--- config.mk ---
export PLATFORM = sky130hd
export DESIGN_NAME = game_controller
export DESIGN_NICKNAME = d
export VERILOG_FILES = /design/src/rtl/game_controller.sv
export SDC_FILE = /design/constraint.sdc
export NUM_CORES = 1
export LEC_CHECK = 0
export BUFFER_PORTS_ARGS = -buffer_cell sky130_fd_sc_hd__buf_4
export CAP_MARGIN = 20
export CORE_MARGIN = 2
export CORE_UTILIZATION = 45
export CTS_CLUSTER_DIAMETER = 80
export DETAILED_ROUTE_END_ITERATION = 8
export PLACE_DENSITY = 0.71
export SYNTH_ARGS = -nofsm -noshare
export SYNTH_HDL_FRONTEND = slang
export SYNTH_SLANG_ARGS = --single-unit
--- constraint.sdc ---
create_clock -name i_Clk -period 3.8 [get_ports i_Clk]
set_clock_uncertainty 0.15 [all_clocks]
set_input_delay 0.19 -clock i_Clk [delete_from_list [all_inputs] [get_ports i_Clk]]
set_output_delay 0.19 -clock i_Clk [all_outputs]
set_load 0.1 [all_outputs]
--- src/rtl/game_controller.sv ---
// -----------------------------------------------------------------------------
// game_controller
//
// Top-level Frogger sequencer. Owns the game phase (IDLE, START, PLAY, DEATH,
// WIN, OVER) and the lives, score, level and car-speed registers. It gates
// frog and lane movement, pulses the frog back to its base tile on every
// entry into START, and blinks o_Flash during the DEATH/WIN/OVER overlays.
// Phase timing is counted in video frames using i_Frame_Tick.
//
// Ports
//   i_Clk          system clock
//   i_Reset        asynchronous, active-high reset
//   i_Frame_Tick   one-cycle pulse per video frame
//   i_Start        debounced start switch (level)
//   i_Has_Collided frog/car overlap (level)
//   i_Goal         frog on goal row (level)
//   o_State        current phase (IDLE=0 .. OVER=5)
//   o_Frog_Reset   one-cycle pulse on the first START cycle
//   o_Move_Enable  frog movement allowed (PLAY only)
//   o_Lanes_Enable car movement allowed (PLAY only)
//   o_Level        current level, 1..c_MAX_LEVEL
//   o_Lives        remaining lives
//   o_Score        goals reached, saturating at 99
//   o_Car_Speed    lane speed in pixels/frame, min(level, 7)
//   o_Flash        overlay blink signal
//
// All outputs come straight from registers.
// -----------------------------------------------------------------------------
module game_controller #(
    parameter int unsigned c_LIVES_INI    = 3,
    parameter int unsigned c_MAX_LEVEL    = 9,
    parameter int unsigned c_DEATH_FRAMES = 60,
    parameter int unsigned c_WIN_FRAMES   = 90,
    parameter int unsigned c_FLASH_FRAMES = 8
) (
    input  logic       i_Clk,
    input  logic       i_Reset,
    input  logic       i_Frame_Tick,
    input  logic       i_Start,
    input  logic       i_Has_Collided,
    input  logic       i_Goal,
    output logic [2:0] o_State,
    output logic       o_Frog_Reset,
    output logic       o_Move_Enable,
    output logic       o_Lanes_Enable,
    output logic [3:0] o_Level,
    output logic [1:0] o_Lives,
    output logic [6:0] o_Score,
    output logic [2:0] o_Car_Speed,
    output logic       o_Flash
);

    typedef enum logic [2:0] {
        S_IDLE  = 3'd0,
        S_START = 3'd1,
        S_PLAY  = 3'd2,
        S_DEATH = 3'd3,
        S_WIN   = 3'd4,
        S_OVER  = 3'd5
    } state_t;

    localparam logic [1:0] c_LIVES_LD   = 2'(c_LIVES_INI);
    localparam logic [3:0] c_LEVEL_MAX  = 4'(c_MAX_LEVEL);
    // Counters hold "ticks seen so far", so the phase ends on the tick that
    // finds the counter at FRAMES-1.
    localparam logic [7:0] c_DEATH_LAST = 8'(c_DEATH_FRAMES - 1);
    localparam logic [7:0] c_WIN_LAST   = 8'(c_WIN_FRAMES - 1);
    localparam logic [7:0] c_FLASH_LAST = 8'(c_FLASH_FRAMES - 1);
    localparam logic [6:0] c_SCORE_MAX  = 7'd99;

    // Registered state
    state_t     r_state;
    logic       r_start_q;
    logic [3:0] r_level;
    logic [1:0] r_lives;
    logic [6:0] r_score;
    logic [2:0] r_speed;
    logic       r_frog_reset;
    logic       r_move_en;
    logic       r_lanes_en;
    logic       r_flash;
    logic [7:0] r_frame_cnt;
    logic [7:0] r_flash_cnt;

    // Next-state values
    state_t     w_next_state;
    logic       w_start_edge;
    logic       w_frame_done;
    logic       w_cur_flashing;
    logic       w_next_flashing;
    logic [3:0] w_level_d;
    logic [1:0] w_lives_d;
    logic [6:0] w_score_d;
    logic [2:0] w_speed_d;
    logic [7:0] w_frame_cnt_d;
    logic [7:0] w_flash_cnt_d;
    logic       w_flash_d;
    logic       w_frog_reset_d;
    logic       w_play_d;

    always_comb begin
        // NOTE: every variable gets a default before any branch so that no
        // path leaves it unassigned; otherwise a latch would be inferred.
        w_next_state  = r_state;
        w_level_d     = r_level;
        w_lives_d     = r_lives;
        w_score_d     = r_score;
        w_speed_d     = r_speed;
        w_flash_d     = r_flash;
        w_flash_cnt_d = r_flash_cnt;
        w_frame_cnt_d = r_frame_cnt;

        // start_q resets to 1, so a switch held through reset never looks
        // like a fresh press.
        w_start_edge = i_Start & ~r_start_q;

        w_frame_done = i_Frame_Tick &&
                       (((r_state == S_DEATH) && (r_frame_cnt == c_DEATH_LAST)) ||
                        ((r_state == S_WIN)   && (r_frame_cnt == c_WIN_LAST)));

        case (r_state)
            S_IDLE, S_OVER: begin
                if (w_start_edge) begin
                    w_next_state = S_START;
                    w_level_d    = 4'd1;
                    w_lives_d    = c_LIVES_LD;
                    w_score_d    = 7'd0;
                    w_speed_d    = 3'd1;
                end
            end
            S_START: begin
                if (i_Frame_Tick) begin
                    w_next_state = S_PLAY;
                end
            end
            S_PLAY: begin
                // Collision outranks a simultaneous goal.
                if (i_Has_Collided) begin
                    w_next_state = S_DEATH;
                    if (r_lives != 2'd0) begin
                        w_lives_d = r_lives - 2'd1;
                    end
                end else if (i_Goal) begin
                    w_next_state = S_WIN;
                    if (r_score != c_SCORE_MAX) begin
                        w_score_d = r_score + 7'd1;
                    end
                end
            end
            S_DEATH: begin
                if (w_frame_done) begin
                    w_next_state = (r_lives == 2'd0) ? S_OVER : S_START;
                end
            end
            S_WIN: begin
                if (w_frame_done) begin
                    w_next_state = S_START;
                    if (r_level != c_LEVEL_MAX) begin
                        w_level_d = r_level + 4'd1;
                    end
                    w_speed_d = (w_level_d > 4'd7) ? 3'd7 : w_level_d[2:0];
                end
            end
            default: begin
                w_next_state = S_IDLE;
            end
        endcase

        // Frame counter: cleared on every state entry, counts ticks only in
        // the timed phases.
        if (w_next_state != r_state) begin
            w_frame_cnt_d = 8'd0;
        end else if (i_Frame_Tick && ((r_state == S_DEATH) || (r_state == S_WIN))) begin
            w_frame_cnt_d = r_frame_cnt + 8'd1;
        end

        // Flash keeps running across DEATH->OVER; any other destination
        // clears it.
        w_cur_flashing  = (r_state == S_DEATH) || (r_state == S_WIN) || (r_state == S_OVER);
        w_next_flashing = (w_next_state == S_DEATH) || (w_next_state == S_WIN) ||
                          (w_next_state == S_OVER);
        if (!w_next_flashing) begin
            w_flash_d     = 1'b0;
            w_flash_cnt_d = 8'd0;
        end else if (w_cur_flashing && i_Frame_Tick) begin
            if (r_flash_cnt == c_FLASH_LAST) begin
                w_flash_d     = ~r_flash;
                w_flash_cnt_d = 8'd0;
            end else begin
                w_flash_cnt_d = r_flash_cnt + 8'd1;
            end
        end

        // Outputs are derived from the next state so they line up with
        // o_State in the same cycle.
        w_frog_reset_d = (w_next_state == S_START) && (r_state != S_START);
        w_play_d       = (w_next_state == S_PLAY);
    end

    // NOTE: sequential state uses non-blocking assignments so every register
    // samples the pre-edge values regardless of statement order.
    always_ff @(posedge i_Clk or posedge i_Reset) begin
        if (i_Reset) begin
            r_state      <= S_IDLE;
            r_start_q    <= 1'b1;
            r_level      <= 4'd1;
            r_lives      <= c_LIVES_LD;
            r_score      <= 7'd0;
            r_speed      <= 3'd1;
            r_frog_reset <= 1'b0;
            r_move_en    <= 1'b0;
            r_lanes_en   <= 1'b0;
            r_flash      <= 1'b0;
            r_frame_cnt  <= 8'd0;
            r_flash_cnt  <= 8'd0;
        end else begin
            r_state      <= w_next_state;
            r_start_q    <= i_Start;
            r_level      <= w_level_d;
            r_lives      <= w_lives_d;
            r_score      <= w_score_d;
            r_speed      <= w_speed_d;
            r_frog_reset <= w_frog_reset_d;
            r_move_en    <= w_play_d;
            r_lanes_en   <= w_play_d;
            r_flash      <= w_flash_d;
            r_frame_cnt  <= w_frame_cnt_d;
            r_flash_cnt  <= w_flash_cnt_d;
        end
    end

    assign o_State        = r_state;
    assign o_Frog_Reset   = r_frog_reset;
    assign o_Move_Enable  = r_move_en;
    assign o_Lanes_Enable = r_lanes_en;
    assign o_Level        = r_level;
    assign o_Lives        = r_lives;
    assign o_Score        = r_score;
    assign o_Car_Speed    = r_speed;
    assign o_Flash        = r_flash;

endmodule

==> flow_summary.yaml <==
drt:
  topRoutingLayerUsed: "met4"
  dr_wl_met3_um: 155
  drc: 0
  drt-total-wl_mm: 4.33
  viasPerCell: 5.15
  drt_pass1_iterations: 4
  antenna_left: 0
  routedWlPerCell_um: 12.8
  vias: 1735
  met1_length_mm: 2.12
  dr_wl_met2_mm: 1.98
  drtIter0Drc: 55
placed_design:
  place_ws_ps: 1460
  placedCellCount: 327
  io_buffers: 28
  gp_congestion: 0.783
  dp_hpwl_mm: 3.06
synthesis:
  synth_ff_type: "dfrtp_1"
  syn_nets: 248
  ys_async_sr_fraction: 1.00
  yosysWarnings: 0
  yosysUniqueCellTypes: 57
  syn_inst: 235
  ys_seq_area_frac: 0.431
  netlist_top_cells_area: "dfrtp_1 37%, xnor2_1 6.1%, dfstp_2 5.8%"
  synth_top_cell_by_area: "dfrtp_1"
  synth_edf_count: 0
  synth_seq_cells: 39
  synth_top_area_share: 0.373
  avgSynthCellArea_um2: 9.70
  syn_area_um2: 2280
floorplanning:
  rows: 25
  initial_core_util: 0.473
  die_x_um: 75.2
  core_um2: 4820
  die-area_um2: 5650
  io_pins: 29
  dieHeight_um: 75.2
clocking:
  post_cts_buffers: 0
  hold_buffers: 2
  clock_latency_ps: 290
  cts_tree: "done"
  cts_buffer_depth: 2
  cts_htree_levels: 2
  clk_pin_slew_ps: 80
  cts_buffers: 5
  cts_root_buf: "clkbuf_8"
  cts_resized: 0
  clock_sinks: 39
setup_path:
  worst-setup-path-type: "reg2reg"
  crit_path_max_fanout: 16
  crit_path_end: "o_Car_Speed[2]"
  startpoint: "o_State[2]"
  end_kind: "flip-flop"
  timing.rr.end: "o_Car_Speed[2]"
  reg2reg_from: "o_State[2]"
  regToRegSetupSlack_ps: 1410
  worstPathRequired_ps: 3890
  slowest_delay_ps: 680
  critPathSlowestCell: "dfrtp_1"
  r2r_cells: 5
  cp_data_arrival_time_ps: 2480
  crit_chain: "or3b_4, nor3_4, o21bai_2, a211oi_1, a211o_1"
  cp-start-kind: "flip-flop"
power_and_ir_drop:
  vdd_drop_max_v: 0.000352
  leakage_nw: 1.18
  p_seq_frac: 0.302
  power_density_nw_per_um2: 778
  combPwrFrac: 0.531
  clock_power_share: 0.167
  sw_frac_of_total: 0.533
  switchingPower_mw: 1.11
  p_int_mw: 0.974
global_routing:
  grt_pass1_wl_mm: 7.42
  grt_max_degree: 40
  grt_pass1_vias: 1609
  antenna_found_initial: 0
  grt_usage: 0.172
  overflow: 0
sta:
  rsz0062_at_grt: "no"
  tightest_slew_ps: 552
  drv_slew: 0
  fmax_ghz: 0.419
  setup_viol: 0
  slew_headroom: 0.632
  fin_crit_sh: 0.628
  final-hold-violation-count: 0
  hold_ws_ps: 188
  setup_tns_ps: 0
  fin_ws_ps: 1410
  period_minus_slack_ps: 2390
cells_and_area:
  num-fill-cells: 471
  diodes: 0
  drive_above_1_share: 0.226
  syn2layout_area_growth_pct: 17.7
  final_cells: 337
  nets: 282
job:
  cap_violations: 0
status:
  outcome: "completed"
min_path:
  hp-class: "in2reg"
==> worst min path at each step <==
stage | cells past startpoint | startpoint | end
final | 4 | i_Has_Collided | o_Score[0]
after global routing | 4 | i_Has_Collided | o_Score[0]
after CTS | 4 | i_Has_Collided | o_Score[0]
after detailed placement | 1 | i_Start | r_start_q
after global placement | 1 | i_Start | r_start_q
after floorplan | 0 | i_Start | r_start_q
==> state kept, by name (all words and copies together), names as in the netlist, 2 cells and up <==
name,count
o_Lives,2
o_Car_Speed,3
r_frame_cnt,8
r_flash_cnt,8
o_State,3
o_Level,4
o_Score,7
==> layout by cell type, fill, tap and decap left out, types with 3 or more instances in the layout <==
cell	instances
nor3_1	13
clkbuf_8	5
ha_1	7
nand3_1	6
or3_1	3
dfstp_2	5
a21oi_1	12
o21ai_0	4
xor2_1	5
a21o_1	3
nor2_1	29
o21a_1	3
dfrtp_1	34
and2_1	3
nand2b_1	4
nand2_1	25
buf_4	29
inv_1	11
nor2b_1	3
xnor2_1	16
==> Yosys cell counts, types with 3 or more instances <==
library cell   n
nor3_1        13
dfrtp_1       34
nand3_1        6
dfstp_2        5
o21ai_0        4
nand2b_1       4
a21o_1         3
o21a_1         3
ha_1           7
nand2_1       25
and2_1         3
or3_1          3
xnor2_1       16
inv_1         11
nor2_1        29
a21oi_1       12
xor2_1         5
nor2b_1        3
==> cell families (layout without fill, tap and decap cells) <==
kind of cell / count (synthesis) / after routing / share of synthesized area
and+or+nand+nor: 110 / 110 / 0.267
AOI/OAI and AO/OA: 43 / 43 / 0.151
DFF: 39 / 39 / 0.431
xor gates and xnor gates: 21 / 21 / 0.0807
buffers and inverters: 15 / 50 / 0.0318
adders and majority gates: 7 / 7 / 0.0384
==> power groups by stage <==
| stage | clock network (mW) | registers (mW) | logic [mW] |
|---|---|---|---|
| final | 0.348 | 0.630 | 1.11 |
| after floorplan | 0 | 1.07 | 0.466 |
| after CTS | 0.358 | 0.629 | 1.11 |
| after global routing | 0.375 | 0.649 | 1.18 |
| after detailed placement | 0 | 0.638 | 1.11 |
| after global placement | 0 | 0.634 | 1.10 |
==> routing by layer <==
layer,GRT usage,vias up
li1,-,885
met1,0.235,816
met2,0.269,27
met3,0.0388,7
met4,0.0643,0
met5,0,-
==> critical path: cells and delay by family, from the launching register on <==
| kind | cells | cell delay [ps] |
|---|---|---|
| AOI/OAI and AO/OA | 3 | 680 |
| DFF | 1 | 680 |
| and+or+nand+nor | 2 | 830 |
==> stage by stage <==
stage	cell area, um2	power [mW]	utilization
after global routing	2680	2.20	0.557
after detailed placement	2550	1.74	0.529
after global placement	2550	1.73	0.529
after floorplan	2280	1.53	-
final	2680	2.09	0.557
after CTS	2680	2.10	0.557
==> layout make-up <==
type / count / area [um2] / area share
clock buffers: 5 / 68.8 / 0.0257
flip-flops and latches: 39 / 982 / 0.366
multi-input cells: 181 / 1220 / 0.457
inverters: 11 / 41.3 / 0.0154
well taps: 67 / 83.8 / 0.0313
clock inverters: 3 / 43.8 / 0.0163
repair buffers: 31 / 238 / 0.0886
(Power assumes the default switching activity.)
